$ cat src/rtl/key_event_encoder_pkg.sv
// Shared types and constants for the keystroke event encoder and its event FIFO.
package coco3_key_pkg;

  localparam int NUM_KEYS  = 73;
  localparam int KEY_SHIFT = 55;
  localparam int KEY_ENTER = 48;

  typedef struct packed {
    logic [6:0] code;
    logic       press;
    logic       shift;
  } key_evt_t;

  typedef enum logic {
    ST_PRIME,
    ST_SCAN
  } scan_state_t;

  function automatic logic [6:0] next_idx(input logic [6:0] idx, input logic [6:0] last);
    return (idx == last) ? 7'd0 : idx + 7'd1;
  endfunction

endpackage

$ cat src/rtl/key_event_encoder_if.sv
// Event-side bundle of the keystroke event encoder: FIFO head, pop handshake and overflow flag.
interface key_event_encoder_if;

  logic       EVT_VALID;
  logic [6:0] EVT_CODE;
  logic       EVT_PRESS;
  logic       EVT_SHIFT;
  logic       EVT_READY;
  logic [3:0] FIFO_COUNT;
  logic       OVERFLOW;
  logic       OVF_CLR;

  modport master (
    output EVT_VALID, EVT_CODE, EVT_PRESS, EVT_SHIFT, FIFO_COUNT, OVERFLOW,
    input  EVT_READY, OVF_CLR
  );

  modport slave (
    input  EVT_VALID, EVT_CODE, EVT_PRESS, EVT_SHIFT, FIFO_COUNT, OVERFLOW,
    output EVT_READY, OVF_CLR
  );

endinterface

$ cat src/rtl/key_event_encoder_fifo.sv
// Event queue with a registered head; a push reaches the head one falling edge later.
module key_evt_fifo
  import coco3_key_pkg::*;
#(
  parameter int DEPTH = 8
) (
  input  logic                       clk,
  input  logic                       rst_n,
  input  logic                       push_i,
  input  key_evt_t                   din_i,
  input  logic                       pop_i,
  output logic                       accept_o,
  output key_evt_t                   head_o,
  output logic                       valid_o,
  output logic [$clog2(DEPTH):0]     count_o
);

  localparam int PTR_W = $clog2(DEPTH);
  localparam int CNT_W = PTR_W + 1;

  key_evt_t               mem_q [DEPTH];
  logic [PTR_W-1:0]       wr_q, wr_d;
  logic [PTR_W-1:0]       rd_q, rd_d;
  logic [PTR_W-1:0]       rd_nxt;
  logic [CNT_W-1:0]       cnt_q, cnt_d;
  key_evt_t               head_q, head_d;
  logic                   hv_q, hv_d;
  logic                   pop;
  logic                   push_acc;

  assign pop      = pop_i & hv_q;
  assign accept_o = (cnt_q < CNT_W'(DEPTH)) | pop;
  assign push_acc = push_i & accept_o;
  assign rd_nxt   = rd_q + PTR_W'(1);

  // The head register mirrors mem_q[rd_q]; on a pop it is refilled from the
  // following slot so a steady stream pops every cycle without a bubble.
  always_comb begin
    wr_d   = wr_q;
    rd_d   = rd_q;
    cnt_d  = cnt_q + CNT_W'(push_acc) - CNT_W'(pop);
    head_d = head_q;
    hv_d   = hv_q;
    if (push_acc) begin
      wr_d = wr_q + PTR_W'(1);
    end
    if (pop) begin
      rd_d = rd_nxt;
      if (cnt_q >= CNT_W'(2)) begin
        head_d = mem_q[rd_nxt];
        hv_d   = 1'b1;
      end else begin
        head_d = '0;
        hv_d   = 1'b0;
      end
    end else if (!hv_q && (cnt_q != '0)) begin
      head_d = mem_q[rd_q];
      hv_d   = 1'b1;
    end
  end

  always_ff @(negedge clk) begin
    if (push_acc) begin
      mem_q[wr_q] <= din_i;
    end
  end

  always_ff @(negedge clk or negedge rst_n) begin
    if (!rst_n) begin
      wr_q   <= '0;
      rd_q   <= '0;
      cnt_q  <= '0;
      head_q <= '0;
      hv_q   <= 1'b0;
    end else begin
      wr_q   <= wr_d;
      rd_q   <= rd_d;
      cnt_q  <= cnt_d;
      head_q <= head_d;
      hv_q   <= hv_d;
    end
  end

  assign head_o  = head_q;
  assign valid_o = hv_q;
  assign count_o = cnt_q;

endmodule

$ cat src/rtl/key_event_encoder.sv
// Serial keystroke scanner: two-sample debounce per key, press/release events queued with SHIFT state.
// KEY_EVT_RELEASE_EN: when defined, releases are queued too; otherwise they are absorbed silently.
module key_event_encoder
  import coco3_key_pkg::*;
#(
  parameter int NUM_KEYS   = 73,
  parameter int FIFO_DEPTH = 8,
  parameter int SHIFT_IDX  = 55
) (
  input  logic                CLK,
  input  logic                RESET_N,
  input  logic                SCAN_EN,
  input  logic [NUM_KEYS-1:0] KEY_IN,
  key_event_encoder_if.master evt
);

  localparam int CNT_W = $clog2(FIFO_DEPTH) + 1;

  scan_state_t          state_q, state_d;
  logic [6:0]           idx_q, idx_d;
  logic [NUM_KEYS-1:0]  sample_q, sample_d;
  logic [NUM_KEYS-1:0]  committed_q, committed_d;
  logic                 ovf_q, ovf_d;
  logic                 ovf_set;
  logic                 push;
  logic                 accept;
  logic                 cur;
  logic                 cand;
  key_evt_t             push_evt;
  key_evt_t             head;
  logic                 head_vld;
  logic [CNT_W-1:0]     count;

  assign cur  = KEY_IN[idx_q];
  // A change is accepted only after the same level is seen on two consecutive passes.
  assign cand = (cur == sample_q[idx_q]) && (cur != committed_q[idx_q]);

  always_comb begin
    state_d        = state_q;
    idx_d          = idx_q;
    sample_d       = sample_q;
    committed_d    = committed_q;
    push           = 1'b0;
    ovf_set        = 1'b0;
    push_evt.code  = idx_q;
    push_evt.press = cur;
    push_evt.shift = committed_q[SHIFT_IDX];
    case (state_q)
      ST_PRIME: begin
        if (SCAN_EN) begin
          sample_d    = KEY_IN;
          committed_d = KEY_IN;
          state_d     = ST_SCAN;
        end
      end
      ST_SCAN: begin
        if (SCAN_EN) begin
          sample_d[idx_q] = cur;
          idx_d           = next_idx(idx_q, 7'(NUM_KEYS - 1));
          if (cand) begin
`ifdef KEY_EVT_RELEASE_EN
            if (accept) begin
              push               = 1'b1;
              committed_d[idx_q] = cur;
            end else begin
              ovf_set = 1'b1;
            end
`else
            if (!cur) begin
              committed_d[idx_q] = 1'b0;
            end else if (accept) begin
              push               = 1'b1;
              committed_d[idx_q] = 1'b1;
            end else begin
              ovf_set = 1'b1;
            end
`endif
          end
        end
      end
      default: state_d = ST_PRIME;
    endcase
    ovf_d = ovf_set | (ovf_q & ~evt.OVF_CLR);
  end

  always_ff @(negedge CLK or negedge RESET_N) begin
    if (!RESET_N) begin
      state_q     <= ST_PRIME;
      idx_q       <= '0;
      sample_q    <= '0;
      committed_q <= '0;
      ovf_q       <= 1'b0;
    end else begin
      state_q     <= state_d;
      idx_q       <= idx_d;
      sample_q    <= sample_d;
      committed_q <= committed_d;
      ovf_q       <= ovf_d;
    end
  end

  key_evt_fifo #(
    .DEPTH (FIFO_DEPTH)
  ) u_fifo (
    .clk      (CLK),
    .rst_n    (RESET_N),
    .push_i   (push),
    .din_i    (push_evt),
    .pop_i    (evt.EVT_READY),
    .accept_o (accept),
    .head_o   (head),
    .valid_o  (head_vld),
    .count_o  (count)
  );

  assign evt.EVT_VALID  = head_vld;
  assign evt.EVT_CODE   = head.code;
  assign evt.EVT_SHIFT  = head.shift;
  assign evt.FIFO_COUNT = 4'(count);
  assign evt.OVERFLOW   = ovf_q;

`ifdef KEY_EVT_RELEASE_EN
  assign evt.EVT_PRESS = head.press;
`else
  logic unused_press;
  assign unused_press  = head.press;
  assign evt.EVT_PRESS = 1'b1;
`endif

endmodule
$ cat src/flat_wrapper.sv
// flat-port wrapper written by rule: the top's interface ports become plain ports
module key_event_encoder_flat import coco3_key_pkg::*;
#(
  parameter int NUM_KEYS   = 73,
  parameter int FIFO_DEPTH = 8,
  parameter int SHIFT_IDX  = 55
)
  (CLK, RESET_N, SCAN_EN, KEY_IN, evt_EVT_VALID, evt_EVT_CODE, evt_EVT_PRESS, evt_EVT_SHIFT, evt_FIFO_COUNT, evt_OVERFLOW, evt_EVT_READY, evt_OVF_CLR);
  key_event_encoder_if evt_i ();
  input  logic CLK;
  input  logic RESET_N;
  input  logic SCAN_EN;
  input  logic [NUM_KEYS-1:0] KEY_IN;
  output wire logic [$bits(evt_i.EVT_VALID)-1:0] evt_EVT_VALID;
  output wire logic [$bits(evt_i.EVT_CODE)-1:0] evt_EVT_CODE;
  output wire logic [$bits(evt_i.EVT_PRESS)-1:0] evt_EVT_PRESS;
  output wire logic [$bits(evt_i.EVT_SHIFT)-1:0] evt_EVT_SHIFT;
  output wire logic [$bits(evt_i.FIFO_COUNT)-1:0] evt_FIFO_COUNT;
  output wire logic [$bits(evt_i.OVERFLOW)-1:0] evt_OVERFLOW;
  input wire logic [$bits(evt_i.EVT_READY)-1:0] evt_EVT_READY;
  input wire logic [$bits(evt_i.OVF_CLR)-1:0] evt_OVF_CLR;
  assign evt_EVT_VALID = evt_i.EVT_VALID;
  assign evt_EVT_CODE = evt_i.EVT_CODE;
  assign evt_EVT_PRESS = evt_i.EVT_PRESS;
  assign evt_EVT_SHIFT = evt_i.EVT_SHIFT;
  assign evt_FIFO_COUNT = evt_i.FIFO_COUNT;
  assign evt_OVERFLOW = evt_i.OVERFLOW;
  assign evt_i.EVT_READY = evt_EVT_READY;
  assign evt_i.OVF_CLR = evt_OVF_CLR;
  key_event_encoder #(.NUM_KEYS(NUM_KEYS), .FIFO_DEPTH(FIFO_DEPTH), .SHIFT_IDX(SHIFT_IDX)) u_core (.CLK(CLK), .RESET_N(RESET_N), .SCAN_EN(SCAN_EN), .KEY_IN(KEY_IN), .evt(evt_i));
endmodule
$ cat config.mk
export PLATFORM = sky130hd
export DESIGN_NAME = key_event_encoder_flat
export DESIGN_NICKNAME = d
export VERILOG_FILES = /design/src/rtl/key_event_encoder_pkg.sv /design/src/rtl/key_event_encoder_if.sv /design/src/rtl/key_event_encoder_fifo.sv /design/src/rtl/key_event_encoder.sv /design/src/flat_wrapper.sv
export SDC_FILE = /design/constraint.sdc
export NUM_CORES = 1
export LEC_CHECK = 0
export CORE_UTILIZATION = 50
export CTS_BUF_LIST = sky130_fd_sc_hd__clkbuf_4
export DETAILED_ROUTE_END_ITERATION = 7
export HOLD_SLACK_MARGIN = 0.12
export MAX_ROUTING_LAYER = met4
export PLACE_DENSITY = 0.69
export RECOVER_POWER = 100
export SLEW_MARGIN = 20
export SYNTH_ARGS = -nofsm -noshare
export SYNTH_HDL_FRONTEND = slang
export SYNTH_HIERARCHICAL = 1
export SYNTH_SLANG_ARGS = --single-unit
$ cat constraint.sdc
create_clock -name CLK -period 12.52 [get_ports CLK]
set_input_delay 1.252 -clock CLK [delete_from_list [all_inputs] [get_ports CLK]]
set_output_delay 1.252 -clock CLK [all_outputs]
set_load 0.01 [all_outputs]
Yosys cells after proc, flatten, opt, wreduce, memory -nomap -nowiden
Memories as Yosys holds them, arrays and structs flattened.
Index checks and enable logic that the tools add are counted.

storage, ports and cells
  bits in registers = 174
  RAM bits = 72
  input bits = 78
  output and inout port bits = 15
  logic and storage cells = 85
  memories = 1

memories
  name                 words  bits a word  read ports  clocked after Yosys merged registers in  write ports  RTL line                      text
  u_core.u_fifo.mem_q  8      9            2           0                                        1            key_event_encoder_fifo.sv:21  key_evt_t mem_q [DEPTH];

operators by class
  add/subtract/negate cells = 5
  order comparisons = 4
  eq/ne operators = 7
  mux-type cells = 38
  bitwise gates (word level) = 10
  reduce and logical (&&, ||, !) cells = 9

operators with widths
  cell                   number
  $mux W73               6
  $pmux W73 S2           2
  $and A73 B73 Y73       1
  $bwmux W73             1
  $not A73 Y73           1
  $or A73 B73 Y73        1
  $mux W9                3
  $bmux W1 S7            3
  $mux W1                21
  $lt A7 B8 Y1 const B   1
  $add A7 B1 Y7 const B  1
  $demux W1 S7           1
  $eq A7 B7 Y1 const B   1
  $ge A7 B1 Y1 const B   1
  $mux W7                1
  $add A3 B1 Y3 const B  2
  $ne A2 B2 Y1 const B   3
  $add A4 B1 Y4          1
  $ge A4 B2 Y1 const B   1
  $lt A4 B4 Y1 const B   1
  $reduce_and A2 Y1      2
  $reduce_and A4 Y1      1
  $reduce_bool A4 Y1     1
  $sub A4 B1 Y4          1
  other kinds (9)        15

Depth between registers and ports, before layout
  depth in word-level cells = 10
  depth in mapped cells = 20
  gate-level depth less buffers = 15

Cells and area by module
Netlist, hierarchy kept.

modules (own cells, without submodules)
  module             times used  cells each  area an instance (um^2)  seq. area each (um^2)
  key_event_encoder  1           949         10452.5                  3878.7
  key_evt_fifo       1           263         4341.7                   2662.6

==> metrics.md <==
| Metric | Value |
|---|---|
| Setup Buffers After CTS | 0 |
| Power per cell area | 209 nW/um^2 |
| Final setup vio count | 0 |
| Fillcell total | about 2400 |
| Hold-critical path depth | 1 |
| Port buffer count | between 90 and 100 |
| Cell Area, Synth | ~14000 um^2 |
| Core outline area | ~28000 um^2 |
| Vias | approximately 11000 |
| Buf+Inv Stages, Crit Path | 2 |
| IO Count | 93 |
| First-pass GRT wire length | ~70000 um |
| Dpl ws | between 1 and 1.5 ns |
| Leakage power | around 7.0 nW |
| R2R depth | 10 |
| FF-to-FF setup slack | a little under 6 ns |
| CTS Buffer Depth | 3 |
| Hold Fails Final Rpt | 0 |
| WP data required | roughly 6.7 ns |
| CTS tree | done |
| Most frequent CP cell | o21ai_0 |
| Final Max Slew Viols | between 200 and 250 |
| Layout Nets | between 1000 and 1500 |
| RSZ-0062 raised after global routing | no |
| Max-Cap Viols | 5 |
| Peak supply drop | 205 uV |
| Post-Route Utilization | 58.1% |
| Largest net degree at the start of global routing | ~120 |
| CTS Buf Count | around 70 |
| Global placer's final weighted congestion | 0.895 |
| Worst path depth | 11 |
| Status | complete, but fails checks |
| Resized cells post-CTS | 0 |
| H-tree levels | 3 |
| Crit path launch type | input port |
| Crit path max fanout | 12 |
| WS Path Type | input port to flop |
| Clk_lat worst skew | between 0.6 and 0.7 ns |
| Tot Pwr | ~3.4 mW |
| Initial drt markers | around 1300 |
| Hold crit path type | flop to flop |
| Slew @ Worst Pin | approximately 3.4 ns |
| Avg Cell Area, Syn | 12.1 um^2 |
| Slew margin rel. | -126% |
| Via density | around 6.5 |
| Post-Syn Instances | approximately 1200 |
| Clock sinks | approximately 240 |
| Clock root buffer | clkbuf_4 |
| Setup TNS | 0 ns |
| Total GRT Usage | 32.3% |
| Ys Warns | 6 |
| Die area | approximately 29000 um^2 |
| Max stage delay on crit path | around 0.77 ns |
| Initial antenna violation count | 2 |
| TritonRoute pass-1 iters | 5 |
| Dpl cells | around 1600 |
| Setup slack after layout | 1.18 ns |
| Skew final | ~0.095 ns |
| Layout Cells excl Fill | 1774 |
| Hpwl dp | 27900 um |
| Num rows | 61 |
| Worst hold slack | between 0.4 and 0.5 ns |
| WL final | around 45000 um |
| GRT overflow | 0 |
| Initial cell density of the core | between 50% and 60% |
| Failing checks | max-capacitance violations, max-slew violations |
| CP cell instances | dlygate4sd3_1 -> mux4_2 -> nand2_1 -> o221ai_1 -> o21ai_0 -> o2111ai_1 -> or4_1 -> o31ai_1 -> clkbuf_1 -> o21ai_0 -> mux2_4 |
| Post-cts hold buffer count | 0 |
| Placed inst area | between 15000 and 20000 um^2 |
| Final ANT Viol Nets | 0 |
| Die Span X | approximately 170 um |
| FF-to-FF Start | u_core/idx_q[1] |
| CP delay by family, top | buffers and inverters |
| Critical-path top delay cell | or4_1 |
| Synthesis-to-finish area growth | 13.3% |
| Clk slew on worst S/H paths | roughly 0.040 ns |
| Design Area, Final | between 15000 and 20000 um^2 |
| Mapped Nets | 1280 |
| DIE HEIGHT | around 170 um |
| Crit path launch | KEY_IN[27] |
| CP arrival | 5.53 ns |
| Drc violations | 0 |
| Type of destination of the critical path | flop |
| FF-to-FF End | u_core/u_fifo/mem_q[1][6] |
| Vias in the first global route | 11500 |
| Share of layout cells above drive strength 1 | 23.8% |
| Routed wire length per instance | about 25 um |
## metal layers
metal  part of all wire (%)  global-route usage (%)
met5                      0                       -
met2                     47                    49.2
met1                     39                    39.3
met3                    7.9                    6.74
met4                    6.0                    20.5
## worst min-delay path by stage
stage                     slack (ns)  from   end
final                           0.44  flop  flop
after global routing            0.46  flop  flop
after CTS                       0.44  flop  flop
after detailed placement        0.44  flop  flop
after global placement          0.43  flop  flop
after floorplan                 0.42  flop  flop
## power breakdown
part / internal (mW) / total (mW) / switching (mW)
logic: 0.522 / 1.53 / 1.01
registers: 0.919 / 1.01 / 0.0911
clock network: 0.451 / 0.866 / 0.415
## cell type report
cell class	count	area, um^2	area share [%]
multi-input combinational	836	7260	44.5
sequential	238	6280	38.5
timing repair buffer	111	1050	6.41
clock buffer	97	728	4.46
tap	378	473	2.90
clock inverter	92	448	2.75
inverter	20	75.1	0.460
antenna	2	5.00	0.0307
## cells in the final DEF (no fill, tap or decap), types with 7 or more instances in the layout
cell               n
ha_1               9
mux4_2            40
mux2_2           105
dfrtn_1          174
a21oi_1           18
a221o_1           12
mux2_4            35
a22oi_1           16
a221oi_1          14
nor2b_1           12
nand3_1           18
mux2i_1           41
o22ai_1           17
clkdlybuf4s50_1   72
clkinv_1          13
nand2_1           58
clkbuf_1           8
nor3_1             7
o21bai_2          10
and2_1            58
o21ai_2           10
dlygate4sd3_1     17
o21ai_0          132
o2bb2ai_1         69
buf_4             10
nor2_1            27
clkbuf_4          97
mux2_1            33
and4b_1            8
inv_1             87
edfxtp_1          64
Note: power is estimated with default switching activity, not from simulation.
